===== src/rtl/clint_timer.sv =====
// Core-local interruptor: 64-bit mtime/mtimecmp, msip, machine timer/software IRQ sources.
// Latency: bus response one cycle after the request; timer_irq_o one cycle after mtime/mtimecmp change.
// Backpressure: none; every cycle with req_i=1 is accepted and acked exactly once.
module clint_timer #(
  parameter int unsigned PRESCALE = 1,
  parameter logic [31:0] HART_ID  = 32'd0
) (
  input  logic        clk,
  input  logic        rst,
  input  logic        req_i,
  input  logic        we_i,
  input  logic [15:0] addr_i,
  input  logic [31:0] wdata_i,
  input  logic [3:0]  be_i,
  output logic        ack_o,
  output logic        err_o,
  output logic [31:0] rdata_o,
  output logic [31:0] timer_val_low_o,
  output logic [31:0] timer_val_high_o,
  output logic        timer_irq_o,
  output logic        soft_irq_o,
  output logic [31:0] mhartid_o,
  input  logic        time_en_i
);

  localparam logic [15:0] ADDR_MSIP     = 16'h0000;
  localparam logic [15:0] ADDR_MTCMP_LO = 16'h4000;
  localparam logic [15:0] ADDR_MTCMP_HI = 16'h4004;
  localparam logic [15:0] ADDR_MTIME_LO = 16'hBFF8;
  localparam logic [15:0] ADDR_MTIME_HI = 16'hBFFC;

  // Terminal count of the prescaler; PRESCALE is limited to 1..65535.
  localparam logic [15:0] PRE_LAST = 16'(PRESCALE - 1);

  logic [63:0] mtime;
  logic [63:0] mtime_nxt;
  logic [63:0] mtimecmp;
  logic        msip;
  logic [15:0] pre_cnt;
  logic        tick;

  logic        sel_msip;
  logic        sel_cmp_lo;
  logic        sel_cmp_hi;
  logic        sel_mt_lo;
  logic        sel_mt_hi;
  logic        hit;
  logic        wr;
  logic [31:0] rd_word;

  // Byte-lane merge of write data into an existing word.
  function automatic logic [31:0] merge(input logic [31:0] old,
                                        input logic [31:0] data,
                                        input logic [3:0]  be);
    logic [31:0] res;
    res = old;
    for (int i = 0; i < 4; i++) begin
      if (be[i]) res[8*i +: 8] = data[8*i +: 8];
    end
    return res;
  endfunction

  // Full 16-bit compare also rejects misaligned offsets, since every mapped
  // address has addr[1:0] == 0.
  assign sel_msip   = req_i && (addr_i == ADDR_MSIP);
  assign sel_cmp_lo = req_i && (addr_i == ADDR_MTCMP_LO);
  assign sel_cmp_hi = req_i && (addr_i == ADDR_MTCMP_HI);
  assign sel_mt_lo  = req_i && (addr_i == ADDR_MTIME_LO);
  assign sel_mt_hi  = req_i && (addr_i == ADDR_MTIME_HI);
  assign hit        = sel_msip | sel_cmp_lo | sel_cmp_hi | sel_mt_lo | sel_mt_hi;
  assign wr         = req_i && we_i;

  assign tick = time_en_i && (pre_cnt == PRE_LAST);

  // Read mux over current register values (pre-tick snapshot).
  always_comb begin
    rd_word = 32'd0;
    if (sel_msip)   rd_word = {31'd0, msip};
    if (sel_cmp_lo) rd_word = mtimecmp[31:0];
    if (sel_cmp_hi) rd_word = mtimecmp[63:32];
    if (sel_mt_lo)  rd_word = mtime[31:0];
    if (sel_mt_hi)  rd_word = mtime[63:32];
  end

  // Prescaler: counts enabled cycles and wraps at PRESCALE-1; bus writes never disturb it.
  always_ff @(posedge clk or posedge rst) begin
    if (rst) begin
      pre_cnt <= 16'd0;
    end else if (time_en_i) begin
      pre_cnt <= tick ? 16'd0 : pre_cnt + 16'd1;
    end
  end

  // Next mtime: a bus write to either half wins over the tick increment.
  always_comb begin
    mtime_nxt = mtime;
    if (wr && sel_mt_lo) begin
      mtime_nxt[31:0] = merge(mtime[31:0], wdata_i, be_i);
    end else if (wr && sel_mt_hi) begin
      mtime_nxt[63:32] = merge(mtime[63:32], wdata_i, be_i);
    end else if (tick) begin
      mtime_nxt = mtime + 64'd1;
    end
  end

  // mtime register.
  always_ff @(posedge clk or posedge rst) begin
    if (rst) mtime <= 64'd0;
    else     mtime <= mtime_nxt;
  end

  // mtimecmp and msip registers, written with byte-lane merge.
  always_ff @(posedge clk or posedge rst) begin
    if (rst) begin
      mtimecmp <= 64'hFFFF_FFFF_FFFF_FFFF;
      msip     <= 1'b0;
    end else if (wr) begin
      if (sel_cmp_lo) mtimecmp[31:0]  <= merge(mtimecmp[31:0], wdata_i, be_i);
      if (sel_cmp_hi) mtimecmp[63:32] <= merge(mtimecmp[63:32], wdata_i, be_i);
      if (sel_msip && be_i[0]) msip <= wdata_i[0];
    end
  end

  // Bus response: one-cycle ack, error on unmapped/misaligned, data only on good reads.
  always_ff @(posedge clk or posedge rst) begin
    if (rst) begin
      ack_o   <= 1'b0;
      err_o   <= 1'b0;
      rdata_o <= 32'd0;
    end else begin
      ack_o   <= req_i;
      err_o   <= req_i && !hit;
      rdata_o <= (req_i && !we_i && hit) ? rd_word : 32'd0;
    end
  end

  // Timer interrupt level, compared on the committed register values.
  always_ff @(posedge clk or posedge rst) begin
    if (rst) timer_irq_o <= 1'b0;
    else     timer_irq_o <= (mtime >= mtimecmp);
  end

  assign soft_irq_o       = msip;
  assign timer_val_low_o  = mtime[31:0];
  assign timer_val_high_o = mtime[63:32];
  assign mhartid_o        = HART_ID;

endmodule


===== config.mk =====
export PLATFORM = sky130hd
export DESIGN_NAME = clint_timer
export DESIGN_NICKNAME = d
export VERILOG_FILES = /design/src/rtl/clint_timer.sv
export SDC_FILE = /design/constraint.sdc
export NUM_CORES = 1
export LEC_CHECK = 0
export CAP_MARGIN = 20
export CORE_ASPECT_RATIO = 0.9
export CORE_UTILIZATION = 50
export DETAILED_ROUTE_END_ITERATION = 8
export DONT_BUFFER_PORTS = 1
export PLACE_DENSITY_LB_ADDON = 0.1
export SLEW_MARGIN = 5
export SYNTH_ARGS = -nofsm -noshare
export SYNTH_HDL_FRONTEND = slang
export SYNTH_SLANG_ARGS = --single-unit

===== constraint.sdc =====
create_clock -name clk -period 7.11 [get_ports clk]
set_input_delay 2.133 -clock clk [delete_from_list [all_inputs] [get_ports clk]]
set_output_delay 2.133 -clock clk [all_outputs]
set_load 0.005 [all_outputs]

==> run summary, run 1 <==
================================================================================
Clock Path Buffers                                                             2
Number of antenna repair diodes                                                0
Area of the core                                                     0.02251 mm²
Vias per Instance                                                          6.483
Wire length of the first global-routing pass                            55560 µm
Number of enable flip-flop cells after synthesis                               0
Worst Hold End                                                      pre_cnt[15]$_DFFE_PP0P_
Insertion delay of the later-clocked pin in the worst-skew pair          0.45 ns
Internal power summed over all cells                                  0.001540 W
Critical path peak fanout                                                     16
Number of levels the H-tree was split into                                     4
Vias in the first global route                                              9290
Share of synthesized registers carrying an async set or reset              1.000
Io pins                                                                      189
Synth Area per Inst                                                    9.121 µm²
RD Place Congestion                                                       0.8933
Worst Path Buf+Inv                                                             0
Iteration-0 DRC count of the detailed router                                1097
Arrival time at the worst endpoint                                       5.01 ns
Leakage                                                                 5.069 nW
Clk sink count                                                               180
Slack of the worst reg-to-reg path                                       3.37 ns
Sum of net half-perimeters after detailed placement                     25440 µm
Synthesis-to-layout area growth                                           6.531%
Cells along the critical path                                       or3b_2, or4_1, nor3_2, a21o_1, a21oi_1, a21oi_1
Portion of the post-synthesis area used by sequential elements            0.4002
Die Footprint                                                        0.02352 mm²
Tmin final                                                              4.640 ns
PwrDens                                                             170.9 mW/mm²
Detailed-route via count                                                   10009
Post-synthesis instance area                                         0.01146 mm²
Yosys warnings                                                                 0
Worst flop-to-flop path startpoint                                  mtime[0]$_DFFE_PP0P_
Highest clock frequency the design can meet                            215.5 MHz
Routed len/inst                                                         23.08 µm
Clk_skew                                                              0.01503 ns
Count of max-cap constraint violations                                         0
Fin. Hold Viols                                                                0
Total negative slack                                                        0 ns
Number of cell rows                                                           52
DRC violation count after routing                                              0
Leftover overflow at the end of global routing                                 0
Startpoint of the worst hold path                                   pre_cnt[15]$_DFFE_PP0P_
CTS Root Buffer Type                                                   clkbuf_16
Count of buffers from port buffering                                           0
Post-cts resize count                                                          0
Remaining max-slew budget at the tightest pin                             0.2338
Num CTS Buffers                                                               17
Post-CTS setup buffers                                                         0
Switching fraction of total power                                         0.2619
Cell type of the slowest stage on the worst timing path                   nor3_2
Clock network fraction of design power                                     0.459
Cell type group with the largest total delay on the critical path   simple AND/OR/NAND/NOR gates
Chip Height                                                             145.6 µm
Type of the tightest min-delay check                                flip-flop to flip-flop
Post-synth cell types                                                         75
Type of element launching the critical path                         primary input
Core occupancy in the finished layout                                     0.5421
Smallest hold slack                                                    0.4727 ns
Setup-failing EPs final                                                        0
FF+latch count, synth                                                        180
Endpoint of the most critical register-to-register path             timer_irq_o$_DFF_PP0_
Number of detailed-routing iterations run before antenna repair                5
Endpoint required time on the critical path                              7.48 ns
Die outline width                                                       161.6 µm
Result of the run                                                   finished, final reports clean
Hold-fix buffers, CTS                                                          0
Overall power                                                         0.002086 W
Number of nets with antenna violations after detailed routing                  0
Actual transition at the worst max-transition pin                       1.143 ns
Top FF cell, synth                                                       dfrtp_1
Largest net degree at the start of global routing                            138
Most common cell after layout, fill and taps aside                        nor2_1
Worst Hold Depth                                                               1
Clock tree from TritonCTS                                                   done
Path depth of the worst reg2reg path                                           8
Max-slew violation count                                                       0
Leading cell types in the layout, fill and taps excluded            nor2_1 (122), dfrtp_1 (116), a21oi_1 (100)
Final net count                                                             1358
Longest individual stage delay on the worst path                         0.93 ns
Combinational cell fraction of total power                                 0.034
Cell occurring most often along the worst timing path                    a21oi_1
Peak supply drop                                                       0.1096 mV
CP Capture Type                                                        flip-flop
Total routing usage reported by global routing                            0.3069
Critical path class                                                 primary input to flip-flop
Fraction of final layout cells sized beyond drive strength 1              0.1540
WL final                                                                35630 µm
Seq pwr share                                                              0.507
Clock transition at the registers of the reported paths                  0.08 ns
Final cycle utilization of the critical path                              0.6525
Antenna violations before repair                                               0
RSZ-0062 raised after global routing                                       false
Post-synthesis cell count                                                   1256
Switching pwr                                                        0.0005464 W
Effective utilization at floorplan                                        0.5089
================================================================================
state kept, by name, indices dropped and copies added (netlist names):
name / flops
mtime: 64
mtimecmp: 64
rdata_o: 32
pre_cnt: 16
ack_o: 1
err_o: 1
soft_irq_o: 1
timer_irq_o: 1
metrics by stage:
stage	setup WS [ns]	std cells	area [µm²]
after floorplan	0.1959	1287	11570
after global placement	2.252	1511	11610
after detailed placement	2.077	1512	11610
after CTS	2.561	1544	12200
after global routing	2.340	1544	12200
final	2.470	1544	12200
how the worst max path moves through the flow:
stage               startpoint                     to  slack [ns]  depth (start not counted)
global placement     addr_i[1]  mtime[25]$_DFFE_PP0P_        2.25                          6
floorplan                  rst        ack_o$_DFF_PP0_        0.20                          1
detailed placement   addr_i[1]  mtime[28]$_DFFE_PP0P_        2.08                          6
CTS                  addr_i[1]  mtime[29]$_DFFE_PP0P_        2.56                          6
global route         addr_i[1]   mtime[4]$_DFFE_PP0P_        2.34                          6
finish               addr_i[1]  mtime[29]$_DFFE_PP0P_        2.47                          6
logic make-up after synthesis:
kind of cell / synth area share
xor gates and xnor gates: 0.01070
and+or+nand+nor: 0.1941
adders and majority gates: 0.07318
buffers and inverters: 0.06466
DFF: 0.4002
muxes: 0.09109
AOI/OAI and AO/OA: 0.1658
other: 0.0003273
power by group through the flow:
stage               Sequential [W]  Combinational, W  Clock, W
global route               0.00106         0.0000810   0.00100
global placement           0.00108         0.0000727         0
CTS                        0.00106         0.0000735  0.000970
finish                     0.00106         0.0000714  0.000958
detailed placement         0.00108         0.0000731         0
floorplan                  0.00107         0.0000786         0
final cells by class:
type	instances	area [µm²]
fill	2133	10310
tap	297	371.6
clock inverter	15	165.2
timing repair buffer	13	95.09
multi-input combinational	947	6274
inverter	75	289.0
sequential	180	4584
clock buffer	17	425.4
synthesized netlist by cell type (7+ instances only):
master,n,area [µm²]
nand4_1,48,300.3
clkbuf_1,43,161.4
o22ai_1,23,143.9
o21ai_0,59,295.3
nand2b_1,8,50.05
inv_1,74,277.8
ha_1,67,838.3
a211oi_1,10,75.07
dfstp_2,64,1682
mux2_2,58,653.1
or3_1,7,43.79
nand2_1,88,330.3
buf_4,32,240.2
a221oi_1,29,254.0
nor4_1,19,118.9
a31oi_1,10,62.56
a21oi_1,100,500.5
nor2_1,122,457.9
and3_1,17,106.4
and4_1,10,87.58
dfrtp_1,116,2903
nand3_1,55,275.3
nor3_1,26,130.1
mux2i_1,39,390.4
a21o_1,11,82.58
xnor2_1,10,87.58
per-layer routing:
metal	GRT usage	vias to the layer above	part of all wire
li1	-	4528	-
met1	0.4435	4929	0.45
met2	0.4545	497	0.44
met3	0.07438	55	0.091
met4	0.08915	0	0.021
met5	0	-	0
(Power assumes the default switching activity.)
==> run 2: changes to the inputs <==
==> constraint.sdc (replaced) <==
create_clock -name clk -period 4.6 [get_ports clk]
set_input_delay 1.38 -clock clk [delete_from_list [all_inputs] [get_ports clk]]
set_output_delay 1.38 -clock clk [all_outputs]
set_load 0.005 [all_outputs]
==> run 2 against run 1 <==
Net effect: hold slack improved by 0.030 ns; setup slack lost 1.4 ns; via count up 1.0%; first-iteration DRC count increased by 2.0%; final area rose by 1.0%; clock skew rose by 0.0047 ns; critical endpoint is now mtime[60]$_DFFE_PP0P_; largest cell class unchanged.
==> run summary, run 2 (synthesis gave the netlist of run 1 again) <==
==============================================================================
Result of the run                                                 finished, final reports clean
WL final                                                              35820 µm   +0.53%
Type of the tightest min-delay check                              flip-flop to flip-flop
Chip Height                                                           145.6 µm   unchanged
Clk_skew                                                            0.01975 ns   +0.004719 ns
Smallest hold slack                                                  0.5025 ns   +0.02988 ns
Max-slew violation count                                                     0   unchanged
CTS Root Buffer Type                                                 clkbuf_16
Actual transition at the worst max-transition pin                    0.9826 ns   -0.1604 ns
PwrDens                                                           268.0 mW/mm²   +57%
Die outline width                                                     161.6 µm   unchanged
Worst setup path startpoint                                          addr_i[1]
Area of the core                                                   0.02251 mm²   unchanged
Arrival time at the worst endpoint                                     3.88 ns   -1.13 ns
Detailed-route via count                                                 10113   +1.0%
RSZ-0062 raised after global routing                                     false
Peak supply drop                                                     0.1695 mV   +55%
Post-cts resize count                                                        0   unchanged
Total negative slack                                                      0 ns   unchanged
Number of levels the H-tree was split into                                   4   unchanged
Final net count                                                           1370   +0.88%
RD Place Congestion                                                     0.8902   -0.35%
Iteration-0 DRC count of the detailed router                              1119   +2.0%
Endpoint required time on the critical path                            4.93 ns   -2.55 ns
Fin. Hold Viols                                                              0   unchanged
Post-CTS setup buffers                                                       0   unchanged
Num CTS Buffers                                                             17   unchanged
Vias per Instance                                                        6.499   +0.26%
Clock tree from TritonCTS                                                 done
Total routing usage reported by global routing                          0.3117   +0.004795
Sum of net half-perimeters after detailed placement                   25890 µm   +1.8%
Leakage                                                               5.139 nW   +1.4%
Critical path class                                               primary input to flip-flop
Routed len/inst                                                       23.02 µm   -0.25%
Core occupancy in the finished layout                                   0.5476   +0.005502
Leading cell types in the layout, fill and taps excluded          nor2_1 (122), dfrtp_1 (116), a21oi_1 (100)
Number of antenna repair diodes                                              0   unchanged
Wire length of the first global-routing pass                          56370 µm   +1.5%
CP Capture Type                                                      flip-flop
Tmin final                                                            3.546 ns
Path depth of the worst reg2reg path                                         9   +1
Placed cell count                                                         1524   +0.79%
Largest net degree at the start of global routing                           99   -28%
Count of buffers from port buffering                                         0   unchanged
Slack of the worst reg-to-reg path                                     1.31 ns   -2.06 ns
Number of detailed-routing iterations run before antenna repair              6   +1
Number of nets with antenna violations after detailed routing                0   unchanged
DRC violation count after routing                                            0   unchanged
Clk sink count                                                             180   unchanged
Io pins                                                                    189   unchanged
Highest clock frequency the design can meet                          282.0 MHz
Die Footprint                                                      0.02352 mm²   unchanged
Hold-fix buffers, CTS                                                        0   unchanged
Critical path peak fanout                                                   10   -6
Antenna violations before repair                                             0   unchanged
Number of cell rows                                                         52   unchanged
Synthesis-to-layout area growth                                         7.613%
Type of element launching the critical path                       primary input
Critical path destination                                         mtime[60]$_DFFE_PP0P_
Clock transition at the registers of the reported paths                0.08 ns   about the same
Worst flop-to-flop path startpoint                                mtime[0]$_DFFE_PP0P_
Count of max-cap constraint violations                                       0   unchanged
Setup-failing EPs final                                                      0   unchanged
Pre-CTS setup slack                                                  0.6880 ns   -1.389 ns
Final worst slack                                                     1.054 ns   -1.417 ns
Final cycle utilization of the critical path                            0.7709
Leftover overflow at the end of global routing                               0   unchanged
Most common cell after layout, fill and taps aside                      nor2_1
Vias in the first global route                                            9543   +2.7%
Clock Path Buffers                                                           2   unchanged
Fraction of final layout cells sized beyond drive strength 1            0.1620   +0.008064
Effective utilization at floorplan                                      0.5089   unchanged
Remaining max-slew budget at the tightest pin                           0.3449   +0.1111
Post-route insts no fill                                                  1556   +0.78%
Largest registers                                                 mtime: 64 flops, mtimecmp: 64 flops, rdata_o: 32 flops
Endpoint of the most critical register-to-register path           timer_irq_o$_DFF_PP0_
Insertion delay of the later-clocked pin in the worst-skew pair        0.46 ns   about the same
==============================================================================
==> run 2: worst min-delay path by stage <==
stage	from	to	slack [ns]	cells after the start
finish	pre_cnt[5]$_DFFE_PP0P_	pre_cnt[5]$_DFFE_PP0P_	0.50	1
global route	pre_cnt[15]$_DFFE_PP0P_	pre_cnt[15]$_DFFE_PP0P_	0.51	1
CTS	pre_cnt[15]$_DFFE_PP0P_	pre_cnt[15]$_DFFE_PP0P_	0.50	1
detailed placement	pre_cnt[5]$_DFFE_PP0P_	pre_cnt[5]$_DFFE_PP0P_	0.49	1
global placement	pre_cnt[15]$_DFFE_PP0P_	pre_cnt[15]$_DFFE_PP0P_	0.47	1
floorplan	pre_cnt[15]$_DFFE_PP0P_	pre_cnt[15]$_DFFE_PP0P_	0.45	1
==> run 2: report_power, final <==
part           internal [W]  switching [W]  total (W)
clock network      0.000827       0.000729    0.00156
registers           0.00161      0.0000267    0.00163
logic             0.0000435      0.0000703   0.000114
==> run 2: final cells by class <==
type,instances,area [µm²]
clock buffers,17,425.4
clock inverters,15,187.7
fillers,2115,10180
inverters,75,285.3
multi-input cells,947,6274
flip-flops and latches,180,4584
well taps,297,371.6
repair buffers,25,200.2
==> run 2: worst max-delay path: stages <==
cell     delay, ns
or3b_2        0.52
nor4_4        0.57
a21oi_1       0.44
a21oi_1       0.68
a21oi_1       0.08
o21a_1        0.20
==> run 2: metal layers <==
metal | part of all wire | routed length [µm] | GRT usage
met1 | 0.45 | 15950 | 0.4448
met2 | 0.44 | 15810 | 0.4657
met3 | 0.091 | 3258 | 0.08036
met4 | 0.022 | 804 | 0.08726
met5 | 0 | 0 | 0
==> run 2: metrics by stage <==
stage,total power [W],area (µm²)
5_1_grt,0.003408,12330
2_1_floorplan,0.001778,11580
4_1_cts,0.003322,12330
3_3_place_gp,0.001778,11720
3_5_place_dp,0.001779,11720
6_report,0.003305,12330
==> run 3: changes to the inputs <==
==> constraint.sdc (replaced) <==
create_clock -name clk -period 3.3 [get_ports clk]
set_input_delay 0.99 -clock clk [delete_from_list [all_inputs] [get_ports clk]]
set_output_delay 0.99 -clock clk [all_outputs]
set_load 0.005 [all_outputs]
==> run 3 against run 2 <==
Net effect: flip-flop and latch count is the same; wire length up 4.0%; highest routed layer unchanged; clock skew decreased by 0.0084 ns; die area did not move; final cell count rose by 4.3%; sequential power rose by 40%; hold slack got worse by 0.015 ns; combinational power rose by 50%.
==> run summary, run 3 (synthesis gave the netlist of run 1 again) <==
================================================================================
Result of the run                                                   finished, final reports clean
Antenna violations before repair                                               0   unchanged
Chip Height                                                             145.6 µm   unchanged
Clock transition at the registers of the reported paths                  0.07 ns   about the same
Total negative slack                                                        0 ns   unchanged
WL final                                                                37260 µm   +4.0%
Actual transition at the worst max-transition pin                       1.149 ns   +0.1662 ns
Leftover overflow at the end of global routing                                 0   unchanged
Number of detailed-routing iterations run before antenna repair                5   -1
Post-CTS setup buffers                                                         0   unchanged
Fraction of final layout cells sized beyond drive strength 1              0.2044   +0.04234
Max-slew violation count                                                       0   unchanged
Clk_skew                                                              0.01134 ns   -0.008412 ns
Die outline width                                                       161.6 µm   unchanged
Seq pwr share                                                              0.484   -0.011
Clock Path Buffers                                                             2   unchanged
Cell type of the slowest stage on the worst timing path                  dfstp_2
Highest clock frequency the design can meet                            328.6 MHz
Peak supply drop                                                       0.3157 mV   +86%
Slack of the worst reg-to-reg path                                       0.26 ns   -1.05 ns
Area of placed instances                                             0.01230 mm²   +5.0%
Cell type group with the largest total delay on the critical path   compound AO/OA/AOI/OAI gates
Internal power summed over all cells                                  0.003615 W   +46%
Final cell area excluding filler cells                               0.01293 mm²   +4.9%
Number of nets with antenna violations after detailed routing                  0   unchanged
Wire length of the first global-routing pass                            57500 µm   +2.0%
Area of the core                                                     0.02251 mm²   unchanged
Cells along the critical path                                       ha_1, nand2b_1, a2111oi_0, o311ai_0, a2111oi_1, buf_4, o31a_1, o21ai_0
Largest net degree at the start of global routing                             49   -51%
Combinational cell fraction of total power                                 0.036   +0.002
Iteration-0 DRC count of the detailed router                                1125   +0.54%
Sum of net half-perimeters after detailed placement                     27560 µm   +6.4%
Type of the tightest min-delay check                                flip-flop to flip-flop
WP depth                                                                       8   +2
Count of max-cap constraint violations                                         0   unchanged
Worst Hold Depth                                                               1   unchanged
Clock tree from TritonCTS                                                   done
Longest individual stage delay on the worst path                         0.55 ns   -0.13 ns
Number of levels the H-tree was split into                                     4   unchanged
Clock network fraction of design power                                     0.480   +0.009
Die Footprint                                                        0.02352 mm²   unchanged
Total routing usage reported by global routing                            0.3207   +0.009002
Fin. Hold Viols                                                                0   unchanged
Post-cts resize count                                                          0   unchanged
Critical path peak fanout                                                      3   -7
CTS Root Buffer Type                                                   clkbuf_16
CP Capture Type                                                        flip-flop
Leakage                                                                 5.523 nW   +7.5%
Tmin final                                                              3.043 ns
Switching fraction of total power                                         0.2329   -0.01702
Hold-fix buffers, CTS                                                          0   unchanged
RSZ-0062 raised after global routing                                       false
Num CTS Buffers                                                               17   unchanged
Number of cell rows                                                           52   unchanged
Switching pwr                                                         0.001098 W   +33%
Final cycle utilization of the critical path                              0.9221
Type of element launching the critical path                            flip-flop
Effective utilization at floorplan                                        0.5089   unchanged
Io pins                                                                      189   unchanged
Number of antenna repair diodes                                                0   unchanged
Arrival time at the worst endpoint                                       3.35 ns   -0.53 ns
Worst Path Buf+Inv                                                             1   +1
Count of buffers from port buffering                                           0   unchanged
Setup-failing EPs final                                                        0   unchanged
Most common cell after layout, fill and taps aside                        nor2_1
Vias in the first global route                                              9739   +2.1%
Critical path class                                                 flip-flop to flip-flop
Leading cell types in the layout, fill and taps excluded            nor2_1 (122), dfrtp_1 (116), a21oi_1 (100)
Largest registers                                                   mtime: 64 flops, mtimecmp: 64 flops, rdata_o: 32 flops
Final net count                                                             1438   +5.0%
Path depth of the worst reg2reg path                                           8   -1
RD Place Congestion                                                       0.9042   +1.6%
Remaining max-slew budget at the tightest pin                             0.2244   -0.1205
Detailed-route via count                                                   10217   +1.0%
Vias per Instance                                                          6.295   -3.1%
Insertion delay of the later-clocked pin in the worst-skew pair          0.44 ns   -0.02 ns
Filler instances                                                            2037   -3.7%
Synthesis-to-layout area growth                                           12.91%
Smallest hold slack                                                    0.4880 ns   -0.01458 ns
Routed len/inst                                                         22.95 µm   -0.29%
Endpoint required time on the critical path                              3.61 ns   -1.32 ns
PwrDens                                                             364.4 mW/mm²   +36%
Clk sink count                                                               180   unchanged
Overall power                                                         0.004713 W   +43%
DRC violation count after routing                                              0   unchanged
================================================================================
## run 3: path summary, 6_finish.rpt
kind,start,to
worst min register to register,pre_cnt[15]$_DFFE_PP0P_,pre_cnt[15]$_DFFE_PP0P_
worst min-delay path,pre_cnt[15]$_DFFE_PP0P_,pre_cnt[15]$_DFFE_PP0P_
min in group asynchronous,rst,mtime[50]$_DFFE_PP0P_
max in group asynchronous,rst,mtimecmp[33]$_DFFE_PP1P_
worst max register to register,mtimecmp[0]$_DFFE_PP1P_,timer_irq_o$_DFF_PP0_
worst max-delay path,mtimecmp[0]$_DFFE_PP1P_,timer_irq_o$_DFF_PP0_
## run 3: stage by stage
stage	setup slack (ns)	util	std cells
3_5_place_dp	0.08789	0.5464	1592
4_1_cts	0.2584	0.5745	1623
2_1_floorplan	0.05366	-	1287
5_1_grt	0.04623	0.5746	1623
3_3_place_gp	0.1260	0.5464	1592
6_report	0.2572	0.5746	1623
## run 3: final cells by class
cell class / instances / area, µm² / share of cell area
Multi-Input combinational cell: 947 / 6275 / 0.4851
Sequential cell: 180 / 4584 / 0.3544
Timing Repair Buffer: 93 / 785.8 / 0.06075
Clock buffer: 18 / 439.2 / 0.03395
Tap cell: 297 / 371.6 / 0.02873
Inverter: 75 / 285.3 / 0.02205
Clock inverter: 13 / 193.9 / 0.01499
## run 3: power groups by stage
stage / clock network (W) / registers [W] / logic, W
2_1_floorplan: 0 / 0.00231 / 0.000170
3_3_place_gp: 0 / 0.00232 / 0.000170
3_5_place_dp: 0 / 0.00232 / 0.000173
4_1_cts: 0.00228 / 0.00228 / 0.000173
5_1_grt: 0.00236 / 0.00229 / 0.000196
6_report: 0.00226 / 0.00228 / 0.000171
## run 3: layer usage
| layer | up-vias | part of all wire | track usage |
|---|---|---|---|
| met5 | - | 0 | 0 |
| met4 | 0 | 0.015 | 0.07123 |
| met3 | 45 | 0.10 | 0.09091 |
| met2 | 531 | 0.44 | 0.4722 |
| met1 | 4965 | 0.45 | 0.4661 |
| li1 | 4676 | - | - |
